### src/rtl/coherent_bus_arbiter.sv
// N-cache MSI snooping bus arbiter: grants dcaches (then the icache) onto one memory port and moves WORDS-word blocks.
// Define COHERENT_BUS_RR_ARB_EN for round-robin dcache arbitration; otherwise the lowest index wins.
module coherent_bus_arbiter #(
   parameter int NCACHE = 2,
   parameter int WORDS  = 2
) (
   input  logic                 CLK,
   input  logic                 RST,
   input  logic [NCACHE-1:0]    dREN,
   input  logic [NCACHE-1:0]    dWEN,
   input  logic [32*NCACHE-1:0] daddr,
   input  logic [32*NCACHE-1:0] dstore,
   input  logic [NCACHE-1:0]    cctrans,
   input  logic [NCACHE-1:0]    ccwrite,
   input  logic [NCACHE-1:0]    snoop_hit,
   input  logic [NCACHE-1:0]    snoop_dirty,
   output logic [NCACHE-1:0]    dwait,
   output logic [31:0]          dload,
   output logic [NCACHE-1:0]    ccwait,
   output logic [NCACHE-1:0]    ccinv,
   output logic [31:0]          ccsnoopaddr,
   input  logic                 iREN,
   input  logic [31:0]          iaddr,
   output logic                 iwait,
   output logic [31:0]          iload,
   output logic                 ramREN,
   output logic                 ramWEN,
   output logic [31:0]          ramaddr,
   output logic [31:0]          ramstore,
   input  logic [31:0]          ramload,
   input  logic                 ramrdy
);

   localparam int GW = $clog2(NCACHE);
   localparam int KW = (WORDS > 1) ? $clog2(WORDS) : 1;
   localparam logic [31:0]   BLOCK_MASK = 32'(WORDS * 4 - 1);
   localparam logic [KW-1:0] LAST_WORD  = KW'(WORDS - 1);

   localparam logic [2:0] IDLE   = 3'd0;
   localparam logic [2:0] ICACHE = 3'd1;
   localparam logic [2:0] SNOOP  = 3'd2;
   localparam logic [2:0] FLUSH  = 3'd3;
   localparam logic [2:0] WB     = 3'd4;
   localparam logic [2:0] LD     = 3'd5;

   logic [2:0]        state;
   logic [GW-1:0]     grant;
   logic [GW-1:0]     snooper;
   logic [GW-1:0]     pick;
   logic [GW-1:0]     dirty_pick;
   logic              found;
   logic              dirty_found;
   logic [KW-1:0]     word;
   logic              last_word;
   logic [NCACHE-1:0] req;
   logic [NCACHE-1:0] grant_mask;
   logic [NCACHE-1:0] dirty_others;
   logic [31:0]       daddr_lane [NCACHE];
   logic [31:0]       dstore_lane [NCACHE];
   logic [31:0]       grant_addr;
   logic [31:0]       word_addr;
   logic              unused_snoop_hit;

   for (genvar i = 0; i < NCACHE; i++) begin : g_lane
      assign daddr_lane[i]  = daddr[32*i +: 32];
      assign dstore_lane[i] = dstore[32*i +: 32];
   end

   assign req              = dREN | dWEN;
   assign grant_mask       = {{(NCACHE-1){1'b0}}, 1'b1} << grant;
   assign dirty_others     = snoop_dirty & ~grant_mask;
   assign grant_addr       = daddr_lane[grant];
   assign word_addr        = (grant_addr & ~BLOCK_MASK) | (32'(word) << 2);
   assign last_word        = (word == LAST_WORD);
   assign dload            = ramload;
   assign iload            = ramload;
   assign unused_snoop_hit = ^snoop_hit;

   // The requester's own snoop response is meaningless, so only other caches can supply dirty data.
   always_comb begin
      dirty_pick  = '0;
      dirty_found = 1'b0;
      for (int i = 0; i < NCACHE; i++) begin
         if (!dirty_found && dirty_others[i]) begin
            dirty_pick  = GW'(i);
            dirty_found = 1'b1;
         end
      end
   end

`ifdef COHERENT_BUS_RR_ARB_EN
   logic [GW-1:0] rr_ptr;
   logic [GW:0]   rr_sum;
   logic [GW-1:0] rr_idx;

   always_comb begin
      pick   = '0;
      found  = 1'b0;
      rr_sum = '0;
      rr_idx = '0;
      for (int i = 0; i < NCACHE; i++) begin
         rr_sum = {1'b0, rr_ptr} + (GW+1)'(i);
         if (rr_sum >= (GW+1)'(NCACHE))
            rr_sum = rr_sum - (GW+1)'(NCACHE);
         rr_idx = rr_sum[GW-1:0];
         if (!found && req[rr_idx]) begin
            pick  = rr_idx;
            found = 1'b1;
         end
      end
   end

   // Pointer moves past the cache whose block just finished, so the next search starts after it.
   always_ff @(posedge CLK) begin
      if (RST)
         rr_ptr <= '0;
      else if ((state == WB || state == LD) && ramrdy && last_word)
         rr_ptr <= (grant == GW'(NCACHE - 1)) ? '0 : grant + 1'b1;
   end
`else
   always_comb begin
      pick  = '0;
      found = 1'b0;
      for (int i = 0; i < NCACHE; i++) begin
         if (!found && req[i]) begin
            pick  = GW'(i);
            found = 1'b1;
         end
      end
   end
`endif

   always_ff @(posedge CLK) begin
      if (RST) begin
         state   <= IDLE;
         grant   <= '0;
         snooper <= '0;
         word    <= '0;
      end else begin
         case (state)
            IDLE: begin
               word <= '0;
               if (found) begin
                  grant <= pick;
                  if (dWEN[pick])
                     state <= WB;
                  else if (cctrans[pick])
                     state <= SNOOP;
                  else
                     state <= LD;
               end else if (iREN) begin
                  state <= ICACHE;
               end
            end
            ICACHE: if (ramrdy) state <= IDLE;
            SNOOP: begin
               if (dirty_found) begin
                  snooper <= dirty_pick;
                  state   <= FLUSH;
               end else begin
                  state <= LD;
               end
            end
            FLUSH: begin
               if (ramrdy) begin
                  if (last_word) begin
                     word  <= '0;
                     state <= LD;
                  end else begin
                     word <= word + 1'b1;
                  end
               end
            end
            WB, LD: begin
               if (ramrdy) begin
                  if (last_word) begin
                     word  <= '0;
                     state <= IDLE;
                  end else begin
                     word <= word + 1'b1;
                  end
               end
            end
            default: state <= IDLE;
         endcase
      end
   end

   // Strobes decode straight from the registered state; only the wait pulses follow ramrdy.
   always_comb begin
      dwait       = '1;
      iwait       = 1'b1;
      ramREN      = 1'b0;
      ramWEN      = 1'b0;
      ramaddr     = '0;
      ramstore    = '0;
      ccsnoopaddr = '0;
      ccwait      = '0;
      ccinv       = '0;
      case (state)
         ICACHE: begin
            ramREN  = 1'b1;
            ramaddr = iaddr;
            iwait   = ~ramrdy;
         end
         SNOOP: begin
            ccwait      = ~grant_mask;
            ccsnoopaddr = grant_addr;
            if (ccwrite[grant])
               ccinv = ~grant_mask;
         end
         FLUSH: begin
            ramWEN      = 1'b1;
            ramaddr     = word_addr;
            ramstore    = dstore_lane[snooper];
            ccsnoopaddr = word_addr;
            ccwait      = ~grant_mask;
         end
         WB: begin
            ramWEN   = 1'b1;
            ramaddr  = word_addr;
            ramstore = dstore_lane[grant];
            if (ramrdy)
               dwait = ~grant_mask;
         end
         LD: begin
            ramREN  = 1'b1;
            ramaddr = word_addr;
            if (ramrdy)
               dwait = ~grant_mask;
         end
         default: ;
      endcase
   end

endmodule
### config.mk
export PLATFORM = sky130hd
export DESIGN_NAME = coherent_bus_arbiter
export DESIGN_NICKNAME = d
export VERILOG_FILES = /design/src/rtl/coherent_bus_arbiter.sv
export SDC_FILE = /design/constraint.sdc
export NUM_CORES = 1
export LEC_CHECK = 0
export CORE_AREA = 2 2 145 147
export DETAILED_ROUTE_END_ITERATION = 6
export DIE_AREA = 0 0 147 149
export PLACE_DENSITY = 0.58
export SLEW_MARGIN = 20
export SYNTH_ARGS = -nofsm -noshare
export SYNTH_HDL_FRONTEND = slang
export SYNTH_SLANG_ARGS = --single-unit
export TNS_END_PERCENT = 10
### constraint.sdc
create_clock -name CLK -period 1.7 [get_ports CLK]
set_input_delay 0.34 -clock CLK [delete_from_list [all_inputs] [get_ports CLK]]
set_output_delay 0.34 -clock CLK [all_outputs]
set_load 0.05 [all_outputs]
==> results.json <==
{
  "nets": 778,
  "clk_pin_slew_ns": 0.03,
  "ir_worst_vdd_mv": 0.418,
  "drt-pass1-iter-count": 4,
  "final_common_cell": "clkdlybuf4s50_1",
  "setup_viol": 97,
  "multi_input_area_sq_mm": 0.00193,
  "yosysSeqAreaShare_pct": 5.51,
  "yosys_warnings": 0,
  "seqCellArea_sq_um": 128,
  "drive_gt1_share_pct": 51.8,
  "clock_sinks": 6,
  "place_hpwl_mm": 10.7,
  "status": "complete, but fails checks",
  "grt.overflow.total": 0,
  "grt_pass1_wl_mm": 19.0,
  "hold_class": "flop to flop",
  "critPathKind": "flop to primary output",
  "cp.depth": 5,
  "min_period_ns": 1.99,
  "grt_max_degree": 33,
  "worst_clock_skew_ns": 0.000296,
  "cts_made_buffers": 3,
  "startpoint": "state[2]",
  "syn_to_final_growth_pct": 217,
  "violations": "setup timing",
  "worst_slack_ns": -0.291,
  "busiest_layer": "met2",
  "ant_nets": 0,
  "post-route-period-util_pct": 117,
  "syn_inst": 315,
  "mostFrequentLayoutCells": "173 x clkdlybuf4s50_1, 112 x buf_12, 44 x buf_4, 38 x nand2_1, 25 x nor2_2",
  "worstPathCellList": "and3b_1 > a32o_2 > buf_12 > a22o_2 > buf_12",
  "fp.dieH_microns": 149,
  "rr_endpoint": "state[0]",
  "fillers": 2074,
  "crit_family": "compound AO/OA/AOI/OAI gates",
  "coreArea_sq_mm": 0.0206,
  "cp_num_buf_inv": 2,
  "ys_seq_elements": 6,
  "crit_path_frequent_cell": "buf_12",
  "hold_viol": 0,
  "top_level_ports": 377,
  "avgSynthCellArea_sq_um": 6.92,
  "p_leak_nw": 2.61,
  "slowest_delay_ns": 0.35,
  "routed_via_density": 3.77,
  "gr-usage-met2_pct": 19.3,
  "r2r_slack_ns": 0.28,
  "cap_viol_max_count": 0,
  "r2r_cells": 4,
  "critPathLaunchType": "flop",
  "drcViolationCount": 0,
  "path_max_fanout": 32,
  "dp.cells": 836,
  "slowest_stage": "dfxtp_2",
  "timing.hold.ws_ns": 0.583,
  "instances_no_fill": 843,
  "cts_htree_levels": 1,
  "cp.arrival_ns": 1.65,
  "grt_pass1_vias": 3310,
  "powerDensity_mw_per_mm2": 1190,
  "antenna_found_initial": 0,
  "row_count": 53,
  "finalPower_w": 0.00823,
  "rsz0062_at_grt": "true",
  "slew_viol_final": 0,
  "cp-end-kind": "primary output",
  "use_met1_pct": 13.4,
  "crit_path_end": "ramstore[3]",
  "insertion_delay_ns": 0.22,
  "gp_congestion": 0.757,
  "grt_usage_pct": 10.9,
  "via_count": 3174,
  "synth_ff_type": "dfxtp_1",
  "use_met3_pct": 2.81,
  "die_area_sq_mm": 0.0219,
  "cts_hold_buf": 0,
  "syn_area_sq_mm": 0.00218,
  "synth_edf_count": 0,
  "wire_per_inst_microns": 15.2,
  "cts-root-buf": "clkbuf_16",
  "diodes": 0,
  "async_reset_ff_share_pct": 0,
  "io_buffers": 278,
  "tightest_slew_ns": 0.336,
  "slew-limit-headroom_pct": 77.0,
  "drt-total-wl_mm": 12.8,
  "die_w_microns": 147,
  "reg2reg_from": "state[0]",
  "synth_nets": 523,
  "crit_required_ns": 1.36,
  "drt-initial-drc-count": 105,
  "cts_tree": "done",
  "synth_cell_types": 41,
  "clock_path_buffers": 2,
  "start_util_pct": 10.6,
  "fmax_ghz": 0.502
}
[cell type report]
| cell class | count | area share [%] |
|---|---|---|
| tap | 275 | 4.98 |
| sequential | 6 | 1.85 |
| clock buffer | 3 | 1.09 |
| timing repair buffer | 338 | 64.1 |
| inverter | 2 | 0.109 |
| multi-input combinational | 219 | 27.8 |
[worst min-delay path by stage]
stage | from | to | slack [ns] | cells after the start
6_report | snooper | snooper | 0.58 | 2
5_1_grt | snooper | snooper | 0.60 | 2
4_1_cts | snooper | snooper | 0.60 | 2
3_5_place_dp | snooper | snooper | 0.59 | 2
3_3_place_gp | snooper | snooper | 0.60 | 2
2_1_floorplan | RST | state[1] | 0.41 | 1
[worst reg2reg max path, cell delays in order, from the launching register on]
cell	delay [ns]
dfxtp_2	0.33
buf_4	0.17
nor2b_1	0.18
a2111o_1	0.34
o31ai_1	0.29
[stage by stage]
stage | utilization, % | TNS (ns) | worst slack [ns] | cell area [sq um]
after floorplan | - | -9.87 | -0.161 | 2480
after global placement | 31.7 | -5.46 | -0.116 | 6520
after detailed placement | 31.7 | -4.90 | -0.106 | 6520
after CTS | 33.3 | -18.67 | -0.295 | 6840
after global routing | 33.6 | -24.54 | -0.345 | 6920
final | 33.6 | -17.59 | -0.291 | 6920
[cell families (layout without fill, tap and decap cells)]
kind of cell	Yosys count	count (layout)	synth area share [%]
buffers and inverters	90	343	29.6
multiplexers	33	33	15.2
AND/OR/NAND/NOR	101	101	21.4
flip-flops	6	6	5.51
AO/OA/AOI/OAI	85	85	28.4
[flip-flops by register name, indices dropped and copies added (netlist names)]
signal and flops:
state 3, grant 1, last_word 1, snooper 1
[cell usage after synthesis (2+ instances only)]
cell type / n / area (sq um)
a211oi_1: 4 / 30.0
clkbuf_1: 6 / 22.5
o21ai_0: 8 / 40.0
o21ai_1: 26 / 130
nand2b_1: 4 / 25.0
o31ai_1: 2 / 15.0
nor3_1: 3 / 15.0
and3_1: 3 / 18.8
and3b_1: 2 / 17.5
nor2_1: 36 / 135
buf_6: 7 / 78.8
a22o_1: 32 / 280
mux2i_1: 33 / 330
a21oi_1: 4 / 20.0
or2_2: 2 / 12.5
nor3_2: 2 / 20.0
buf_2: 9 / 45.0
buf_4: 65 / 488
nand2_1: 38 / 143
nor2b_1: 2 / 12.5
dfxtp_1: 6 / 120
nand3_1: 2 / 10.0
[power breakdown]
part	internal, W	switching [W]
clock	0.000301	0.0000712
combinational	0.00376	0.00386
sequential	0.000187	0.0000493
[timing repair]
| action | CTS | global route |
|---|---|---|
| gates cloned | 1 | 1 |
| pin swaps | 3 | 1 |
| endpoints found under the setup margin | 99 | 100 |
| setup buffers | 2 | 1 |
| resized for setup | 40 | 12 |
[layer usage]
metal  vias up  wire [microns]
li1       1556               -
met1      1472            5020
met2       126            6700
met3        20             999
met4         0             126
met5         -               0
No activity file was read; power rests on OpenSTA's default activity.
